**src/rtl/color_scan_sequencer_if.sv**
```systemverilog
// ============================================================================
// color_scan_sequencer_if : sensor pins, scan request and result bus
// Rev 1.0
// ============================================================================
`default_nettype none

interface color_scan_sequencer_if #(
    parameter int CNT_W = 16
) ();
    logic             start;
    logic             sensor_out;
    logic             s2;
    logic             s3;
    logic [CNT_W-1:0] red_norm;
    logic [CNT_W-1:0] green_norm;
    logic [CNT_W-1:0] blue_norm;
    logic             valid;
    logic             busy;

    modport master (
        output start,
        output sensor_out,
        input  s2,
        input  s3,
        input  red_norm,
        input  green_norm,
        input  blue_norm,
        input  valid,
        input  busy
    );

    modport slave (
        input  start,
        input  sensor_out,
        output s2,
        output s3,
        output red_norm,
        output green_norm,
        output blue_norm,
        output valid,
        output busy
    );
endinterface

`default_nettype wire

```
**src/rtl/color_scan_sequencer.sv**
```systemverilog
// ============================================================================
// color_scan_sequencer : R/G/B filter sequencing and gated pulse counting for
// a TCS3200-class sensor. Macro COLOR_SCAN_AUTO_EN enables back-to-back scans.
// Rev 1.0
// ============================================================================
`default_nettype none

module color_scan_sequencer #(
    parameter int GATE_CYCLES   = 50000,
    parameter int SETTLE_CYCLES = 500,
    parameter int CNT_W         = 16
) (
    input  wire logic             clk,
    input  wire logic             rst_n,
    color_scan_sequencer_if.slave bus
);

    localparam int MAX_CYC = (GATE_CYCLES > SETTLE_CYCLES) ? GATE_CYCLES : SETTLE_CYCLES;
    localparam int TW      = $clog2(MAX_CYC + 1);

    localparam logic [TW-1:0]    SETTLE_LAST = TW'(SETTLE_CYCLES - 1);
    localparam logic [TW-1:0]    GATE_LAST   = TW'(GATE_CYCLES - 1);
    localparam logic [CNT_W-1:0] CNT_MAX     = '1;

    localparam logic [1:0] SEL_RED   = 2'b00;
    localparam logic [1:0] SEL_BLUE  = 2'b01;
    localparam logic [1:0] SEL_GREEN = 2'b11;

    typedef enum logic [2:0] {
        ST_IDLE   = 3'd0,
        ST_SETTLE = 3'd1,
        ST_COUNT  = 3'd2,
        ST_STORE  = 3'd3,
        ST_DONE   = 3'd4
    } state_t;

    typedef enum logic [1:0] {
        CH_R = 2'd0,
        CH_G = 2'd1,
        CH_B = 2'd2
    } ch_t;

    state_t           state_q, state_d;
    ch_t              ch_q, ch_d;
    logic [1:0]       sel_q, sel_d;
    logic [TW-1:0]    timer_q, timer_d;
    logic [CNT_W-1:0] count_q, count_d;
    logic [CNT_W-1:0] red_sh_q, red_sh_d;
    logic [CNT_W-1:0] green_sh_q, green_sh_d;
    logic [CNT_W-1:0] red_norm_q, red_norm_d;
    logic [CNT_W-1:0] green_norm_q, green_norm_d;
    logic [CNT_W-1:0] blue_norm_q, blue_norm_d;
    logic             valid_q, valid_d;
    logic             busy_q, busy_d;
    logic             sync1_q, sync2_q, dly_q;

    logic             w_start;
    logic             w_edge;

`ifdef COLOR_SCAN_AUTO_EN
    assign w_start = 1'b1;
`else
    assign w_start = bus.start;
`endif

    assign w_edge = sync2_q & ~dly_q;

    always_ff @(posedge clk) begin
        if (!rst_n) begin
            state_q      <= ST_IDLE;
            ch_q         <= CH_R;
            sel_q        <= SEL_RED;
            timer_q      <= '0;
            count_q      <= '0;
            red_sh_q     <= '0;
            green_sh_q   <= '0;
            red_norm_q   <= '0;
            green_norm_q <= '0;
            blue_norm_q  <= '0;
            valid_q      <= 1'b0;
            busy_q       <= 1'b0;
            sync1_q      <= 1'b0;
            sync2_q      <= 1'b0;
            dly_q        <= 1'b0;
        end else begin
            state_q      <= state_d;
            ch_q         <= ch_d;
            sel_q        <= sel_d;
            timer_q      <= timer_d;
            count_q      <= count_d;
            red_sh_q     <= red_sh_d;
            green_sh_q   <= green_sh_d;
            red_norm_q   <= red_norm_d;
            green_norm_q <= green_norm_d;
            blue_norm_q  <= blue_norm_d;
            valid_q      <= valid_d;
            busy_q       <= busy_d;
            sync1_q      <= bus.sensor_out;
            sync2_q      <= sync1_q;
            dly_q        <= sync2_q;
        end
    end

    always_comb begin
        state_d      = state_q;
        ch_d         = ch_q;
        sel_d        = sel_q;
        timer_d      = timer_q;
        count_d      = count_q;
        red_sh_d     = red_sh_q;
        green_sh_d   = green_sh_q;
        red_norm_d   = red_norm_q;
        green_norm_d = green_norm_q;
        blue_norm_d  = blue_norm_q;
        valid_d      = 1'b0;
        busy_d       = busy_q;

        case (state_q)
            ST_IDLE: begin
                if (w_start) begin
                    state_d = ST_SETTLE;
                    ch_d    = CH_R;
                    sel_d   = SEL_RED;
                    busy_d  = 1'b1;
                    timer_d = '0;
                end
            end
            ST_SETTLE: begin
                if (timer_q == SETTLE_LAST) begin
                    state_d = ST_COUNT;
                    timer_d = '0;
                    count_d = '0;
                end else begin
                    timer_d = timer_q + 1'b1;
                end
            end
            ST_COUNT: begin
                if (w_edge && (count_q != CNT_MAX)) begin
                    count_d = count_q + 1'b1;
                end
                if (timer_q == GATE_LAST) begin
                    state_d = ST_STORE;
                    timer_d = '0;
                end else begin
                    timer_d = timer_q + 1'b1;
                end
            end
            ST_STORE: begin
                case (ch_q)
                    CH_R: begin
                        red_sh_d = count_q;
                        ch_d     = CH_G;
                        sel_d    = SEL_GREEN;
                        state_d  = ST_SETTLE;
                    end
                    CH_G: begin
                        green_sh_d = count_q;
                        ch_d       = CH_B;
                        sel_d      = SEL_BLUE;
                        state_d    = ST_SETTLE;
                    end
                    default: begin
                        // Blue goes straight to the output so all three results appear together in DONE
                        red_norm_d   = red_sh_q;
                        green_norm_d = green_sh_q;
                        blue_norm_d  = count_q;
                        valid_d      = 1'b1;
                        state_d      = ST_DONE;
                    end
                endcase
            end
            ST_DONE: begin
                state_d = ST_IDLE;
                busy_d  = 1'b0;
                sel_d   = SEL_RED;
            end
            default: begin
                state_d = ST_IDLE;
            end
        endcase
    end

    assign bus.s2         = sel_q[1];
    assign bus.s3         = sel_q[0];
    assign bus.red_norm   = red_norm_q;
    assign bus.green_norm = green_norm_q;
    assign bus.blue_norm  = blue_norm_q;
    assign bus.valid      = valid_q;
    assign bus.busy       = busy_q;

endmodule

`default_nettype wire
```
**src/flat_wrapper.sv**
```systemverilog
// flat-port wrapper written by rule: the top's interface ports become plain ports
module color_scan_sequencer_flat 
#(
    parameter int GATE_CYCLES   = 50000,
    parameter int SETTLE_CYCLES = 500,
    parameter int CNT_W         = 16
)
  (clk, rst_n, bus_start, bus_sensor_out, bus_s2, bus_s3, bus_red_norm, bus_green_norm, bus_blue_norm, bus_valid, bus_busy);
  color_scan_sequencer_if #(.CNT_W(CNT_W)) bus_i ();
  input  wire logic clk;
  input  wire logic rst_n;
  input wire logic [$bits(bus_i.start)-1:0] bus_start;
  input wire logic [$bits(bus_i.sensor_out)-1:0] bus_sensor_out;
  output wire logic [$bits(bus_i.s2)-1:0] bus_s2;
  output wire logic [$bits(bus_i.s3)-1:0] bus_s3;
  output wire logic [$bits(bus_i.red_norm)-1:0] bus_red_norm;
  output wire logic [$bits(bus_i.green_norm)-1:0] bus_green_norm;
  output wire logic [$bits(bus_i.blue_norm)-1:0] bus_blue_norm;
  output wire logic [$bits(bus_i.valid)-1:0] bus_valid;
  output wire logic [$bits(bus_i.busy)-1:0] bus_busy;
  assign bus_i.start = bus_start;
  assign bus_i.sensor_out = bus_sensor_out;
  assign bus_s2 = bus_i.s2;
  assign bus_s3 = bus_i.s3;
  assign bus_red_norm = bus_i.red_norm;
  assign bus_green_norm = bus_i.green_norm;
  assign bus_blue_norm = bus_i.blue_norm;
  assign bus_valid = bus_i.valid;
  assign bus_busy = bus_i.busy;
  color_scan_sequencer #(.GATE_CYCLES(GATE_CYCLES), .SETTLE_CYCLES(SETTLE_CYCLES), .CNT_W(CNT_W)) u_core (.clk(clk), .rst_n(rst_n), .bus(bus_i));
endmodule
```
**config.mk**
```make
export PLATFORM = sky130hd
export DESIGN_NAME = color_scan_sequencer_flat
export DESIGN_NICKNAME = d
export VERILOG_FILES = /design/src/rtl/color_scan_sequencer_if.sv /design/src/rtl/color_scan_sequencer.sv /design/src/flat_wrapper.sv
export SDC_FILE = /design/constraint.sdc
export NUM_CORES = 1
export LEC_CHECK = 0
export CAP_MARGIN = 20
export CORE_ASPECT_RATIO = 1.1
export CORE_MARGIN = 3
export CORE_UTILIZATION = 51
export CTS_CLUSTER_SIZE = 25
export DETAILED_ROUTE_END_ITERATION = 10
export PLACE_DENSITY = 0.76
export SLEW_MARGIN = 20
export SYNTH_ARGS = -nofsm -noshare
export SYNTH_HDL_FRONTEND = slang
export SYNTH_SLANG_ARGS = --single-unit
```
**constraint.sdc**
```tcl
create_clock -name clk -period 1.95 [get_ports clk]
set_input_delay 0.195 -clock clk [delete_from_list [all_inputs] [get_ports clk]]
set_output_delay 0.195 -clock clk [all_outputs]
set_load 0.03 [all_outputs]
```
# Yosys cells after proc, flatten, opt, wreduce, memory -nomap -nowiden
# Index checks and enable logic that the tools add are counted.
# op_classes
add_sub_neg,2
n_eq_ne,13
muxes,20
n_bitwise,3
n_reduce_logical,19
# op_table
op,n
16-bit two-way mux,5
16-bit case mux with 3 select lines,1
"16-bit by 1-bit adder with 16-bit output, second input constant",2
16-bit case mux with 2 select lines,1
"16-bit == test, second input constant",1
"16-bit by 9-bit == test with 1-bit output, second input constant",1
"16-bit inequality test, second input constant",1
3-bit two-way mux,4
2-bit case mux with 2 select lines,3
3-bit case mux with 4 select lines,1
2-bit AND reduction,6
3-bit AND reduction,4
"3-bit by 2-bit == test with 1-bit output, second input constant",2
"2-bit by 1-bit inequality test with 1-bit output, second input constant",3
2-bit case mux with 3 select lines,1
2-bit nonzero test,3
3-bit nonzero test,2
"3-bit by 1-bit == test with 1-bit output, second input constant",1
"3-bit == test, second input constant",1
3-bit zero test,1
"3-bit by 1-bit inequality test with 1-bit output, second input constant",1
"2-bit by 1-bit == test with 1-bit output, second input constant",1
2-bit zero test,1
1-bit two-way mux,2
other kinds (7),8
# word_totals
ff_bits,124
in_bits,4
output_inout_bits,52

# Longest topological paths before layout
# logic_depth
ltp_word,5
depth_mapped,8

# Worst setup path after synthesis
# No wires, ideal clock.
# synth_timing
kind,register -> register
from,register u_core.timer_q[0]
to,register u_core.timer_q[0]
setup_ns,0.139
arrival_ns,1.692
required_ns,1.811
slack_ns,0.119
stages_incl_launch_ff,8
n_path_buf,1
path_cell_list,dfxtp_1 > ha_1 > nor4b_1 > and4_1 > buf_4 > nor2_2 > o31ai_2 > nor2_1
# synth_between
elab_chain_len,3
elab_cells_between_ends,6
classes_between,add/sub: 1; eq/ne: 2; mux: 3
# synth_lines
element,line_no,text
from (decl),color_scan_sequencer.sv:46,"logic [TW-1:0] timer_q, timer_d;"
from (signal assigned),color_scan_sequencer.sv:89,timer_q <= timer_d;
16-bit by 1-bit adder with 16-bit output (tied with other cells),"color_scan_sequencer.sv:134, color_scan_sequencer.sv:145",
"16-bit two-way mux, on equally long branches","color_scan_sequencer.sv:141, color_scan_sequencer.sv:129",
16-bit case mux with 3 select lines *,color_scan_sequencer.sv:118,case (state_q)
# Every way passes the cells marked *; elsewhere a longest branch is shown, timed or not.
# A chain may end at the register's enable or synchronous reset.

# Worst setup path in the final report
# layout_timing
from,register u_core.timer_q[9]
to,register u_core.timer_q[14]
# Same word-level chain as after synthesis.

==> impl_metrics.csv <==
group,metric,value,unit
status,outcome,"finished clean",
global_route,grt_overflow,0,
synthesis,syn_inst,643,
clock_tree,htreeDepth,4,
final_layout,diodes,0,
worst_setup_path,cp.required,2.34,ns
worst_setup_path,path_cells,"buf_4 > nand3_1 > nor3_2 > buf_4 > a2111oi_0 > a211o_1 > o21bai_1",
route,drt-pass1-iter-count,5,
clock_tree,clock_latency,0.51,ns
clock_tree,cts_hold_buf,0,
worst_setup_path,crit_arrival,2.29,ns
clock_tree,clock-sinks,124,
place,dp_slack,-0.0530,ns
worst_setup_path,crit_path_max_incr_delay,0.38,ns
final_layout,drive_gt1_share,16.6,%
sta,finalWorstSetupSlack,0.0472,ns
synthesis,synth_seq_cells,124,
power,p_sw,1.48,mW
power,power_leakage,2.37,nW
global_route,first_global_vias,4684,
route,vias,4989,
synthesis,ys_async_sr_fraction,0,%
floorplan,floorplan.initialDensity,53.7,%
floorplan,die_x,102,um
sta,fin_crit_sh,97.6,%
sta,worst_pin_slew,0.615,ns
final_layout,final_util,71.3,%
worst_setup_path,critPathLaunchType,"flop",
global_route,grt_pass1_wl,22.0,mm
sta,hold_ws,0.258,ns
route,drc,0,
power,combPwrFrac,7.9,%
clock_tree,clkTransAtPathRegs,0.06,ns
synthesis,syn_nets,649,
sta,timing.slew.headroom,58.6,%
worst_setup_path,path_buf_inv,2,
final_layout,layout.cells.most_common,"nand2_1",
route,ant_nets,0,
sta,max_freq,0.526,GHz
route,drtIter0Drc,347,
power,ir_drop,0.541,mV
final_layout,final_cell_mix,"nand2_1, dfxtp_1, a21oi_1",
sta,setup_viol,0,
worst_setup_path,slowest_stage,"dfxtp_1",
power,internal_power,4.65,mW
route,wirelength,13.5,mm
worst_setup_path,critPathCaptureType,"flop",
synthesis,synth-main-ff-cell,"dfxtp_1",
worst_setup_path,crit_type,"reg -> reg",
place,io_buffer_count,55,
clock_tree,clock_tree.root_cell,"clkbuf_8",
synthesis,synth_edf_count,0,
synthesis,yosysWarnings,0,
hold_path,hp-class,"in -> reg",
sta,finalHoldViolations,0,
sta,finalMaxSlewViolations,0,
place,globalplace.congestion,0.850,
floorplan,row_count,37,
worst_setup_path,crit_top_cell,"buf_4",
worst_setup_path,crit_fanout,6,
worst_setup_path,rr_startpoint,"u_core.timer_q[9]$_SDFFE_PN0P_",
synthesis,yosysUniqueCellTypes,60,
power,p_sw_share,24.2,%
hold_path,hold_start,"bus_sensor_out",
final_layout,layout.nets,748,
floorplan,die_h,111,um
clock_tree,cts_tree,"yes",
clock_tree,cts_buffers,17,
worst_setup_path,worstSetupStartpoint,"u_core.timer_q[9]$_SDFFE_PN0P_",
sta,clock_skew,0.00603,ns
final_layout,syn2layout_area_growth,32.9,%
synthesis,syn_avg_cell_area,8.00,um^2
flow_run,cap_viol_max_count,0,
power,power_density,898,nW/um^2
place,hpwl,8.99,mm
sta,tns,0,ns
worst_setup_path,cpLargestDelayFamily,"compound AO/OA/AOI/OAI gates",
power,power_frac_seq,42.4,%
global_route,antenna_found_initial,0,
floorplan,core,9580,um^2
global_route,grt_max_degree,61,
floorplan,ioPinCount,56,
sta,period_minus_slack,1.90,ns
synthesis,synth_seq_area_share,48.3,%
route,post_drt_wl_per_cell,15.5,um
route,via_per_inst,5.72,
clock_tree,cts_buffer_depth,2,
power,clockPowerShare,49.7,%
floorplan,dieArea,11300,um^2
global_route,grtUsageTotal,24.2,%
synthesis,syn-cell-area,5140,um^2
## final cells by class
cell class / count / area [um^2]
Tap cell: 117 / 146
Inverter: 8 / 30.0
Clock inverter: 12 / 138
Multi-Input combinational cell: 469 / 2520
Fill cell: 733 / 2750
Clock buffer: 20 / 445
Timing Repair Buffer: 122 / 1070
Sequential cell: 124 / 2480
## worst reg2reg max path, cell delays in order, from the launching register on
cell,delay [ns]
dfxtp_1,0.38
buf_4,0.14
nand3_1,0.19
nor3_2,0.31
buf_4,0.21
a2111oi_0,0.10
a211o_1,0.28
o21bai_1,0.16
## through the flow
step	area [um^2]	cells	total power [mW]
2_1_floorplan	5140	643	2.93
3_5_place_dp	6170	839	3.10
4_1_cts	6770	871	6.15
3_3_place_gp	6160	839	3.09
6_report	6830	872	6.14
5_1_grt	6830	872	6.34
## power groups by stage
stage | logic, mW | clock network [mW] | registers, mW
after floorplan | 0.274 | 0 | 2.66
after global placement | 0.439 | 0 | 2.65
after detailed placement | 0.452 | 0 | 2.65
after CTS | 0.467 | 3.09 | 2.60
after global routing | 0.529 | 3.21 | 2.61
final | 0.486 | 3.05 | 2.60
## cell families (layout without fill, tap and decap cells)
family          count (synthesis)  count (layout)  share of synthesized area [%]
buf+inv                        50             162                           4.33
compound gates                156             156                           18.2
xor+xnor                       10              10                           1.70
simple gates                  301             301                           27.0
flops                         124             124                           48.3
fa+ha+maj                       2               2                          0.486
## layer usage
layer	global-route usage, %	part of all wire (%)	vias up
met2	41.0	51	153
met5	0	0	-
met4	9.49	2.1	0
li1	-	-	2431
met1	29.2	42	2380
met3	5.89	4.9	25
## cell usage after synthesis (2+ instances only)
cell | number | area, um^2
a211oi_1 | 6 | 45.0
nor2_1 | 28 | 105
clkbuf_1 | 31 | 116
buf_6 | 3 | 33.8
nor4_1 | 11 | 68.8
a2111oi_0 | 2 | 17.5
nor4b_1 | 2 | 17.5
o211ai_1 | 3 | 22.5
a21o_1 | 3 | 22.5
dfxtp_1 | 124 | 2480
nor2_2 | 2 | 12.5
a31oi_1 | 6 | 37.5
o21ai_0 | 18 | 90.1
xor2_1 | 5 | 43.8
o41ai_1 | 6 | 52.6
nand3b_1 | 4 | 30.0
and3_1 | 6 | 37.5
a21oi_1 | 95 | 475
or3b_1 | 2 | 17.5
nand3_1 | 16 | 80.1
xnor2_1 | 5 | 43.8
nand4_1 | 11 | 68.8
inv_1 | 7 | 26.3
nor3_1 | 6 | 30.0
or2_2 | 2 | 12.5
or3_1 | 4 | 25.0
nand2b_1 | 4 | 25.0
ha_1 | 2 | 25.0
nor2b_1 | 2 | 12.5
buf_2 | 7 | 35.0
and2_1 | 7 | 43.8
nand2_1 | 185 | 694
## timing repair
item	4_1_cts	5_1_grt
pin swaps	1	2
setup buffers	0	1
setup endpoints to repair	2	16
endpoints found under the hold margin	0	0
gates resized for setup	3	14
## sequential cells by signal, indices dropped and copies added (netlist names), 3 cells and up
| name | count |
|---|---|
| u_core.bus.blue_norm | 16 |
| u_core.bus.green_norm | 16 |
| u_core.bus.red_norm | 16 |
| u_core.count_q | 16 |
| u_core.green_sh_q | 16 |
| u_core.red_sh_q | 16 |
| u_core.state_q | 3 |
| u_core.timer_q | 16 |
## final timing paths
check	depth (start not counted)	to	slack [ns]
setup / recovery	7	u_core.timer_q[14]$_SDFFE_PN0P_	0.05
hold / removal	2	u_core.sync1_q$_SDFF_PN0_	0.26
setup reg to reg	7	u_core.timer_q[14]$_SDFFE_PN0P_	0.05
hold reg to reg	1	u_core.sync2_q$_SDFF_PN0_	0.43
No activity file was read; power rests on OpenSTA's default activity.
